### src/rtl/elevator_pkg.sv
// Shared constants for the elevator request-handling blocks: serve direction
// encoding and default geometry / debounce depth.
package elevator_pkg;

   typedef enum logic [1:0] {
      SERVE_IDLE  = 2'b00,
      SERVE_UP    = 2'b01,
      SERVE_DOWN  = 2'b10,
      SERVE_CABIN = 2'b11
   } serve_dir_e;

   localparam int DEFAULT_LEVELS          = 8;
   localparam int DEFAULT_DEBOUNCE_CYCLES = 4;

endpackage

### src/rtl/btn_debounce.sv
// One raw button: 2-FF synchroniser, stability counter and a one-cycle pulse
// on the accepted 0->1 transition of the debounced level.
module btn_debounce #(
   parameter int DEBOUNCE_CYCLES = 4
) (
   input  logic clk,
   input  logic reset,
   input  logic btn,
   output logic rise
);

   localparam int CW = (DEBOUNCE_CYCLES > 1) ? $clog2(DEBOUNCE_CYCLES) : 1;
   localparam logic [CW-1:0] LAST = CW'(DEBOUNCE_CYCLES - 1);

   logic          sync1, sync2;
   logic          stable, stable_d;
   logic [CW-1:0] cnt;

   // NOTE: sequential state uses non-blocking assignments so every flop samples
   // pre-edge values; blocking here would collapse the synchroniser chain.
   always_ff @(posedge clk or negedge reset) begin
      if (!reset) begin
         sync1    <= 1'b0;
         sync2    <= 1'b0;
         stable   <= 1'b0;
         stable_d <= 1'b0;
         cnt      <= '0;
      end else begin
         sync1    <= btn;
         sync2    <= sync1;
         stable_d <= stable;
         if (sync2 == stable) begin
            cnt <= '0;
         end else if (cnt == LAST) begin
            stable <= sync2;
            cnt    <= '0;
         end else begin
            cnt <= cnt + 1'b1;
         end
      end
   end

   assign rise = stable & ~stable_d;

endmodule

### src/rtl/hall_call_registry.sv
// Latches cabin and hall requests from debounced buttons, clears them as the
// car serves floors, and summarises them relative to the current floor.
module hall_call_registry
   import elevator_pkg::*;
#(
   parameter  int LEVELS          = DEFAULT_LEVELS,
   parameter  int DEBOUNCE_CYCLES = DEFAULT_DEBOUNCE_CYCLES,
   localparam int FLOOR_W         = $clog2(LEVELS),
   localparam int CNT_W           = $clog2(3*LEVELS+1)
) (
   input  logic               clk,
   input  logic               reset,
   input  logic [LEVELS-1:0]  btn_in,
   input  logic [LEVELS-1:0]  btn_up_out,
   input  logic [LEVELS-1:0]  btn_down_out,
   input  logic [FLOOR_W-1:0] cur_floor,
   input  logic               serve_valid,
   input  logic [1:0]         serve_dir,
   output logic [LEVELS-1:0]  active_in_levels,
   output logic [LEVELS-1:0]  active_out_up_levels,
   output logic [LEVELS-1:0]  active_out_down_levels,
   output logic               req_above,
   output logic               req_below,
   output logic               req_here,
   output logic [CNT_W-1:0]   pending_count
);

   // No up call from the top floor, no down call from the bottom floor.
   localparam logic [LEVELS-1:0]  UP_MASK    = {1'b0, {(LEVELS-1){1'b1}}};
   localparam logic [LEVELS-1:0]  DOWN_MASK  = {{(LEVELS-1){1'b1}}, 1'b0};
   localparam logic [FLOOR_W:0]   LEVELS_LIM = (FLOOR_W+1)'(LEVELS);

   logic [LEVELS-1:0] in_rise, up_rise, down_rise;
   logic [LEVELS-1:0] floor_hot, above_mask, below_mask, all_req;
   logic [LEVELS-1:0] clr_in, clr_up, clr_down;
   logic              floor_ok;
   serve_dir_e        dir;

   for (genvar i = 0; i < LEVELS; i++) begin : g_btn
      btn_debounce #(.DEBOUNCE_CYCLES(DEBOUNCE_CYCLES)) u_in (
         .clk, .reset, .btn(btn_in[i]), .rise(in_rise[i]));
      btn_debounce #(.DEBOUNCE_CYCLES(DEBOUNCE_CYCLES)) u_up (
         .clk, .reset, .btn(btn_up_out[i] & UP_MASK[i]), .rise(up_rise[i]));
      btn_debounce #(.DEBOUNCE_CYCLES(DEBOUNCE_CYCLES)) u_down (
         .clk, .reset, .btn(btn_down_out[i] & DOWN_MASK[i]), .rise(down_rise[i]));
   end

   assign floor_ok = ({1'b0, cur_floor} < LEVELS_LIM);
   assign dir      = serve_dir_e'(serve_dir);

   // NOTE: every always_comb output gets a default first so no path can infer a latch.
   always_comb begin
      floor_hot  = '0;
      above_mask = '0;
      below_mask = '0;
      for (int i = 0; i < LEVELS; i++) begin
         if (floor_ok) begin
            floor_hot[i]  = (FLOOR_W'(i) == cur_floor);
            above_mask[i] = (FLOOR_W'(i) >  cur_floor);
            below_mask[i] = (FLOOR_W'(i) <  cur_floor);
         end else begin
            below_mask[i] = 1'b1;
         end
      end
   end

   always_comb begin
      clr_in   = '0;
      clr_up   = '0;
      clr_down = '0;
      if (serve_valid) begin
         clr_in = floor_hot;
         case (dir)
            SERVE_IDLE: begin
               clr_up   = floor_hot;
               clr_down = floor_hot;
            end
            SERVE_UP:   clr_up   = floor_hot;
            SERVE_DOWN: clr_down = floor_hot;
            default:    ;
         endcase
      end
   end

   // A new request on the same edge as a serve of that floor survives.
   always_ff @(posedge clk or negedge reset) begin
      if (!reset) begin
         active_in_levels       <= '0;
         active_out_up_levels   <= '0;
         active_out_down_levels <= '0;
      end else begin
         active_in_levels       <= (active_in_levels & ~clr_in) | in_rise;
         active_out_up_levels   <= ((active_out_up_levels & ~clr_up) | up_rise) & UP_MASK;
         active_out_down_levels <= ((active_out_down_levels & ~clr_down) | down_rise) & DOWN_MASK;
      end
   end

   assign all_req   = active_in_levels | active_out_up_levels | active_out_down_levels;
   assign req_above = |(all_req & above_mask);
   assign req_below = |(all_req & below_mask);
   assign req_here  = |(all_req & floor_hot);

   always_comb begin
      pending_count = '0;
      for (int i = 0; i < LEVELS; i++) begin
         pending_count = pending_count + CNT_W'(active_in_levels[i])
                       + CNT_W'(active_out_up_levels[i]) + CNT_W'(active_out_down_levels[i]);
      end
   end

endmodule
### config.mk
export PLATFORM = sky130hd
export DESIGN_NAME = hall_call_registry
export DESIGN_NICKNAME = d
export VERILOG_FILES = /design/src/rtl/elevator_pkg.sv /design/src/rtl/btn_debounce.sv /design/src/rtl/hall_call_registry.sv
export SDC_FILE = /design/constraint.sdc
export NUM_CORES = 1
export LEC_CHECK = 0
export CAP_MARGIN = 20
export CORE_UTILIZATION = 55
export DETAILED_ROUTE_END_ITERATION = 10
export PLACE_DENSITY = 0.88
export SLEW_MARGIN = 20
export SYNTH_ARGS = -nofsm -noshare
export SYNTH_HDL_FRONTEND = slang
export SYNTH_SLANG_ARGS = --single-unit
### constraint.sdc
create_clock -name clk -period 9.2 [get_ports clk]
set_input_delay 0.92 -clock clk [delete_from_list [all_inputs] [get_ports clk]]
set_output_delay 0.92 -clock clk [all_outputs]
set_load 0.03 [all_outputs]
# Word level (Yosys, flattened, before mapping)
# Index checks and enable logic that the tools add are counted.
# word_totals
register_bits,154
in_bits,32
out_inout_bits,32
# classes
add_sub_neg,43
n_lt_le_gt_ge,16
n_eq_ne,53
mux,49
bitwise_logic,80
reduce_logical,29
# op_table
op,count
two-way mux 2 bit,44
adder 5 x 1 -> 5 bit,17
"equality test 2 bit, second input constant",23
"adder 2 x 1 -> 2 bit, second input constant",22
NOT 1 bit,44
AND reduction 2 bit,22
bitwise AND 8 bit,5
two-way mux 8 bit,3
OR 8 bit,3
OR reduction 8 bit,3
bitwise AND 1 bit,22
equality test 1 bit,22
NOT 8 bit,2
two-way mux 7 bit,2
"equality test 3 bit, first input constant",4
"greater-than comparator 3 bit, first input constant",4
"< comparator 3 bit, first input constant",4
OR 8 x 7 -> 8 bit,1
bitwise AND 7 bit,1
NOT 7 bit,1
OR 7 bit,1
"equality test 2 x 3 -> 1 bit, first input constant",2
"greater-than comparator 1 x 3 -> 1 bit, first input constant",2
"greater-than comparator 2 x 3 -> 1 bit, first input constant",2
11 further kinds,14

# Logic depth before layout (Yosys ltp)
# depth
ltp_word,21
mapped_depth,15

# By module
# Synthesis repeated with hierarchy kept, for this count alone.
# hier_totals
hier_cells,434
hier_area_um2,6145.9
# by_module_without_submodules
module,instances,cells_per_inst,area_each_um2,seq_area_each_um2
btn_debounce,22,12,205.2,150.1
hall_call_registry,1,170,1631.6,550.5

# Least setup slack after synthesis
# No wires, ideal clock.
# synth_timing
path_type,register to output
startpoint,register active_in_levels[0]
endpoint,output pending_count[2]
arrival_time_ns,4.323
t_required_ns,8.280
path_slack_ns,3.957
stages_incl_launch_ff,14
path_buffers,0
path_cell_list,dfrtp_1 inv_1 fa_1 inv_1 fa_1 fa_1 fa_1 inv_1 fa_1 inv_1 ha_1 inv_1 fa_1 xnor2_1
# synth_between
elab_chain_cells,21
# synth_rtl
element,line,source
from (decl),hall_call_registry.sv:19,"output logic [LEVELS-1:0] active_in_levels,"
from (signal assigned),hall_call_registry.sv:92,active_in_levels <= (active_in_levels & ~clr_in) | in_rise;
adder 1 x 1 -> 2 bit,hall_call_registry.sv:107,+ CNT_W'(active_out_up_levels[i]) + CNT_W'(active_out_down_levels[i]);
adder 2 x 1 -> 3 bit,hall_call_registry.sv:106,pending_count = pending_count + CNT_W'(active_in_levels[i])
adder 3 x 1 -> 4 bit,hall_call_registry.sv:107,
adder 4 x 1 -> 5 bit,hall_call_registry.sv:107,
adder 5 x 1 -> 5 bit,hall_call_registry.sv:106,
adder 5 x 1 -> 5 bit (2 in series),hall_call_registry.sv:107,
adder 5 x 1 -> 5 bit,hall_call_registry.sv:106,
adder 5 x 1 -> 5 bit (2 in series),hall_call_registry.sv:107,
adder 5 x 1 -> 5 bit,hall_call_registry.sv:106,
adder 5 x 1 -> 5 bit (2 in series),hall_call_registry.sv:107,
adder 5 x 1 -> 5 bit,hall_call_registry.sv:106,
adder 5 x 1 -> 5 bit (2 in series),hall_call_registry.sv:107,
adder 5 x 1 -> 5 bit,hall_call_registry.sv:106,
adder 5 x 1 -> 5 bit (2 in series),hall_call_registry.sv:107,
adder 5 x 1 -> 5 bit,hall_call_registry.sv:106,
adder 5 x 1 -> 5 bit,hall_call_registry.sv:107,
to (decl),hall_call_registry.sv:25,output logic [CNT_W-1:0] pending_count
# Every way passes these cells.

# Worst setup path after layout
# layout_timing
startpoint,register active_out_up_levels[3]
endpoint,output pending_count[4]
# layout_between
elab_chain_cells,13
# layout_rtl
element,line,source
from (decl),hall_call_registry.sv:20,"output logic [LEVELS-1:0] active_out_up_levels,"
from (signal assigned),hall_call_registry.sv:93,active_out_up_levels <= ((active_out_up_levels & ~clr_up) | up_rise) & UP_MASK;
adder 5 x 1 -> 5 bit (2 in series),hall_call_registry.sv:107,
adder 5 x 1 -> 5 bit,hall_call_registry.sv:106,
adder 5 x 1 -> 5 bit (2 in series),hall_call_registry.sv:107,
adder 5 x 1 -> 5 bit,hall_call_registry.sv:106,
adder 5 x 1 -> 5 bit (2 in series),hall_call_registry.sv:107,
adder 5 x 1 -> 5 bit,hall_call_registry.sv:106,
adder 5 x 1 -> 5 bit (2 in series),hall_call_registry.sv:107,
adder 5 x 1 -> 5 bit,hall_call_registry.sv:106,
adder 5 x 1 -> 5 bit,hall_call_registry.sv:107,
# Every way passes these cells.

==> impl_metrics.csv <==
group,metric,value,unit
timing,finalCritPeriodShare,67.7,%
finish,final_cell_mix,"dfrtp_1, o21ai_0, clkdlybuf4s50_1, inv_1, nand2_1",
floorplanning,coreArea,10400,sq um
finish,fin_cells,697,
floorplanning,die_width,106,um
timing,tightest_slew,0.872,ns
clocking,cts_buffers,17,
critical_path,worst-path-max-fanout,4,
finish,n_antenna_cell,0,
timing,rsz0062_at_grt,"false",
critical_path,critPathKind,"reg2out",
logic_synthesis,yosys_warnings,0,
timing,fmaxAchievable,161,MHz
logic_synthesis,ys.flop_type,"dfrtp_1",
timing,fin_ws,2.97,ns
routing,finalWirelength,11.7,mm
critical_path,critPathSlowestCell,"clkdlybuf4s50_1",
clocking,cts_root_buf,"clkbuf_8",
clocking,cts_tree,"yes",
global_routing,grt_pass1_wl,19.3,mm
critical_path,startpoint,"active_out_up_levels[3]",
routing,viasPerCell,5.34,
routing,drtIter0Drc,278,
critical_path,cp_num_cells,16,
place,dp_hpwl,7.66,mm
place,portBuffers,59,
routing,wl_per_cell,16.9,um
place,globalplace.congestion,0.883,
logic_synthesis,synth_seq_area_share,64.4,%
routing,drc,0,
routing,num_vias,3723,
global_routing,overflow,0,
floorplanning,die_area,11300,sq um
finish,final_common_cell,"dfrtp_1",
logic_synthesis,netlist_instances,473,
logic_synthesis,ys_ff_latch,154,
global_routing,antenna_found_initial,0,
logic_synthesis,synth_edf_count,0,
critical_path,cp.required,8.28,ns
clocking,clkTransAtPathRegs,0.06,ns
timing,maxSlewHeadroom,41.9,%
clocking,clockBufferDepth,2,
critical_path,timing.rr.end,"g_btn[7].u_down.cnt[0]",
critical_path,path_cells,"inv_1 > fa_1 > fa_1 > inv_1 > fa_1 > fa_1 > inv_1 > fa_1 > inv_1 > ha_1 > inv_1 > fa_1 > nor2b_1 > o21ai_0 > nand2b_1 > clkdlybuf4s50_1",
finish,fill_cells,660,
floorplanning,die_h,106,um
logic_synthesis,netlist-cell-type-count,30,
run_status,status,"finished clean",
timing,skew,0.00700,ns
timing,hold_viol_final,0,
critical_path,crit_path_end,"pending_count[4]",
min_path,hold_path.class,"reg2reg",
critical_path,arrival,5.31,ns
critical_path,reg2reg_from,"g_btn[7].u_down.cnt[0]",
routing,antenna_left,0,
logic_synthesis,syn_avg_cell_area,12.6,sq um
place,place_ws,3.54,ns
floorplanning,initial_core_util,57.4,%
critical_path,critPathLaunchType,"register",
timing,slew_violations,0,
critical_path,r2r_cells,2,
clocking,clk_latency,0.53,ns
timing,period_minus_slack,6.23,ns
critical_path,path_buf_inv,6,
global_routing,grt_usage,23.3,%
floorplanning,pin_count,64,
critical_path,crit_path_end_kind,"output port",
place,dp_cells,665,
floorplanning,rows,37,
clocking,htree_levels,4,
critical_path,crit_top_cell,"fa_1",
timing,finalSetupViolCount,0,
run,drv_cap,0,
critical_path,crit_path_max_incr_delay,0.66,ns
timing,finalSetupTns,0,ns
finish,area_delta_synth_final,23.3,%
clocking,cts.sinks,154,
routing,drt_first_pass_iters,6,
critical_path,worst_path_dominant_cell_family,"adder cells",
global_routing,grt_max_degree,103,
logic_synthesis,syn_area,5980,sq um
clocking,post_cts_buffers,0,
logic_synthesis,async_flop_share,100,%
clocking,cts_resized,0,
global_routing,grt_pass1_vias,4044,
finish,nNetsFinal,624,
clocking,cts_hold_buf,0,
critical_path,rrSetupSlack,8.20,ns
finish,drive_above_1_share,7.13,%
final cells by class:
type / count / area (sq um) / area share, %
Clock buffer: 20 / 445 / 6.04
Clock inverter: 12 / 210 / 2.85
Inverter: 57 / 214 / 2.90
Multi-Input combinational cell: 258 / 1890 / 25.6
Sequential cell: 154 / 3850 / 52.2
Tap cell: 136 / 170 / 2.31
Timing Repair Buffer: 60 / 599 / 8.12
Yosys cell counts (2+ instances only):
cell	n	share of area (%)
nor3_1	20	1.7
nor2_1	5	0.31
o21ai_0	64	5.4
nor3b_1	7	0.88
nor3_2	3	0.50
ha_1	29	6.1
buf_4	3	0.38
a21oi_1	4	0.33
o211ai_1	3	0.38
nor2b_1	20	2.1
or2_2	2	0.21
nand2_1	39	2.4
fa_1	15	5.0
and2_1	5	0.52
dfrtp_1	154	64
o31ai_1	2	0.25
nor3_4	2	0.54
xor2_1	5	0.73
o22ai_1	2	0.21
inv_1	57	3.6
nand3_1	4	0.33
buf_2	2	0.17
xnor2_1	19	2.8
kinds of logic after synthesis:
group                    synth area share [%]
flip-flops                               64.4
AND/OR/NAND/NOR                          9.85
AO/OA/AOI/OAI                            6.94
buffers and inverters                    4.12
adder cells (fa/ha/maj)                  11.1
XOR/XNOR                                 3.51
other                                  0.0627
stage by stage:
step	hold slack [ns]	util (%)	area [sq um]
global placement	0.331	64.5	6720
floorplan	0.331	-	5990
global route	0.354	70.8	7380
finish	0.348	70.8	7380
detailed placement	0.335	64.5	6720
CTS	0.349	70.8	7380
state kept, by name (all words and copies together), names as in the netlist, 8 cells and up:
signal and count:
g_btn.u_in.cnt 16, g_btn.u_in.stable_d 8, active_in_levels 8, g_btn.u_in.sync2 8, g_btn.u_down.cnt 14, g_btn.u_in.stable 8, g_btn.u_in.sync1 8, g_btn.u_up.cnt 14
worst min path at each step:
stage,startpoint,end,slack [ns],depth (start not counted)
after detailed placement,g_btn[2].u_down.sync1,g_btn[2].u_down.sync2,0.33,0
after global routing,g_btn[3].u_in.sync1,g_btn[3].u_in.sync2,0.35,0
after CTS,g_btn[0].u_up.sync1,g_btn[0].u_up.sync2,0.35,0
after global placement,g_btn[1].u_down.sync1,g_btn[1].u_down.sync2,0.33,0
final,g_btn[3].u_down.sync1,g_btn[3].u_down.sync2,0.35,0
after floorplan,g_btn[0].u_in.sync1,g_btn[0].u_in.sync2,0.33,0
metal layers:
metal  global-route usage [%]  vias up  routed length (um)
met3                     5.76       35                 582
met4                     12.8        0                 374
met1                     26.2     1884                4570
li1                         -     1689                   -
met5                        0        -                   0
met2                     40.5      115                6220
Power is not shown: default switching activity piles up to over one toggle a cycle in this logic, so the estimate is an artifact.
==> patch, RTL diff (same settings) <==
The package constant `DEFAULT_LEVELS` goes from 8 to 32.
--- a/src/rtl/elevator_pkg.sv
+++ b/src/rtl/elevator_pkg.sv
@@ -11,3 +11,3 @@
 
-   localparam int DEFAULT_LEVELS          = 8;
+   localparam int DEFAULT_LEVELS          = 32;
    localparam int DEFAULT_DEBOUNCE_CYCLES = 4;
Ports: changed (8 resized); port bits go from 64 to 212. No check against the original RTL was run, so the function may have changed too.
==> patch against the original RTL <==
- count of clock-buffer cells in the layout increased by 70
- hold slack got worse by 0.0039 ns
- highest routed layer is now met5
- die area increased to 4.2 times the old value
- final area increased to 4.2 times the old value
- area after synthesis increased to 4.3 times the old value
- wire length increased to 5.5 times the old value
- first-iteration DRC count increased to 6.4 times the old value
- sequential cell count increased by 504
- utilization decreased by 3.7 points
- worst setup slack got worse by 2.5 ns
Power is not shown: default switching activity piles up to over one toggle a cycle in this logic, so the estimate is an artifact.
==> patch: results (changes against the original RTL) <==
* Run status: complete, no violations (unchanged)
* Seq/Total Area, Yosys at 0.642 (was 0.644)
* Slowest cell on the critical path: clkdlybuf4s50_1 (unchanged)
* First-pass GRT wire length at 102 mm (was 19.3 mm)
* Inserted Diodes at 0 (unchanged)
* CTS max path bufs at 3 (was 2)
* Met1 usage at 0.349 (was 0.262)
* Top_reg_cell synth: dfrtp_1 (unchanged)
* Worst slew pin tran at 1.07 ns (was 0.872 ns)
* Met2 Wirelength at 32.4 mm (was 6.22 mm)
* Crit path launch: active_out_down_levels[21] (was active_out_up_levels[3])
* Port Buffers at 207 (was 59)
* Uppermost layer routed: met5 (was met4)
* Worst Hold Class: flop to flop (unchanged)
* Reg2reg start: g_btn[22].u_down.cnt[0] (was g_btn[7].u_down.cnt[0])
* Initial antenna violation count at 1 (was 0)
* Met2 usage at 0.483 (was 0.405)
* TritonCTS buffer count at 66 (was 17)
* Commonest cells post-synth: dfrtp_1, o21ai_0, inv_1 (unchanged)
* # DRC at 0 (unchanged)
* Crit path max fanout at 4 (unchanged)
* Root buffer cell: clkbuf_16 (was clkbuf_8)
* Yosys warning count at 0 (unchanged)
* H-Tree Depth at 3 (was 4)
* Global Route Usage Sum at 0.288 (was 0.233)
* Arr. time, crit path at 7.79 ns (was 5.31 ns)
* Largest regs: g_btn.u_in.cnt (64), g_btn.u_up.cnt (62), g_btn.u_down.cnt (62) (was g_btn.u_in.cnt (16), g_btn.u_up.cnt (14), g_btn.u_down.cnt (14))
* Vias in the first global route at 18041 (was 4044)
* Post-CTS Setup Inserts at 0 (unchanged)
* Most area-consuming cells after synthesis: dfrtp_1, fa_1, o21ai_0, ha_1, inv_1 (was dfrtp_1, ha_1, o21ai_0, fa_1, inv_1)
* DR iter-0 viols at 1783 (was 278)
* RD Place Congestion at 0.942 (was 0.883)
* Met3 WL at 5.10 mm (was 582 um)
* Routed WL per cell at 22.3 um (was 16.9 um)
* Clock insertion delay at the later pin of the skew report at 0.61 ns (was 0.53 ns)
* Layout cells sized above 1 at 0.0587 (was 0.0713)
* Final nets at 2573 (was 624)
* Drt pass-1 iters at 5 (was 6)
* Dpl hpwl at 44.9 mm (was 7.66 mm)
* Largest net degree at the start of global routing at 214 (was 103)
* FFs w/ async S/R, synth at 1.00 (unchanged)
* Largest delay share family, worst path: adder cells (unchanged)
* CP peak stage delay at 0.75 ns (was 0.66 ns)
* HP Start: g_btn[1].u_up.sync1 (was g_btn[3].u_down.sync1)
* Post-synth cell types at 57 (was 30)
* Routed length on met1 at 24.7 mm (was 4.57 mm)
* Via/cell ratio at 5.63 (was 5.34)
* Met3 capacity usage during global routing at 0.0738 (was 0.0576)
* Clock Skew at 0.0252 ns (was 0.00700 ns)
[patch: changes by cell type after synthesis, sizes merged, moves of 57 or more]
cell / delta
nor2b: +57
xnor2: +60
nor3: +84
nand2: +91
dfrtp: +504
o21ai: +231
fa: +68
inv: +163
ha: +84
[patch: path summary, 6_finish.rpt]
check                                          end  slack (ns)  cells past startpoint
setup / recovery                  pending_count[4]        0.49                     22
hold / removal                 g_btn[1].u_up.sync2        0.34                      0
setup reg to reg           g_btn[22].u_down.cnt[0]        8.14                      2
hold reg to reg                g_btn[1].u_up.sync2        0.34                      0
max in group asynchronous     g_btn[24].u_up.sync2        6.88                      3
min in group asynchronous     g_btn[23].u_up.sync2        0.46                      1
[patch: logic make-up (layout without fill, tap and decap cells)]
logic type,after synthesis,after routing,synth area share
DFF,658,658,0.642
and+or+nand+nor,433,433,0.0864
AOI/OAI and AO/OA,371,371,0.0795
buffers and inverters,251,557,0.0377
adders and majority gates,197,197,0.120
xor gates and xnor gates,99,99,0.0338
other,1,2,0.000146
muxes,1,1,0.000390
[patch: stage by stage]
step                      utilization  instance area (um^2)  hold slack, ns  cells  setup WS, ns
after floorplan                     -                 25700           0.331   2012          1.73
after global placement          0.623                 28500           0.332   2801         0.918
after detailed placement        0.623                 28500           0.335   2801         0.792
after CTS                       0.670                 30600           0.342   2916         0.115
after global routing            0.671                 30700           0.352   2918         0.229
final                           0.671                 30700           0.344   2918         0.492
[patch: final cells by class]
cell class	count	area (um^2)
sequential	658	16500
fill	3035	15000
multi-input combinational	1103	8230
timing repair buffer	222	2240
clock buffer	90	1930
inverter	220	826
tap	600	751
clock inverter	25	214
[patch: repair_timing]
item | CTS | global route
resized for setup | 0 | 1
setup endpoints to repair | 0 | 1
hold buffers | 0 | 0
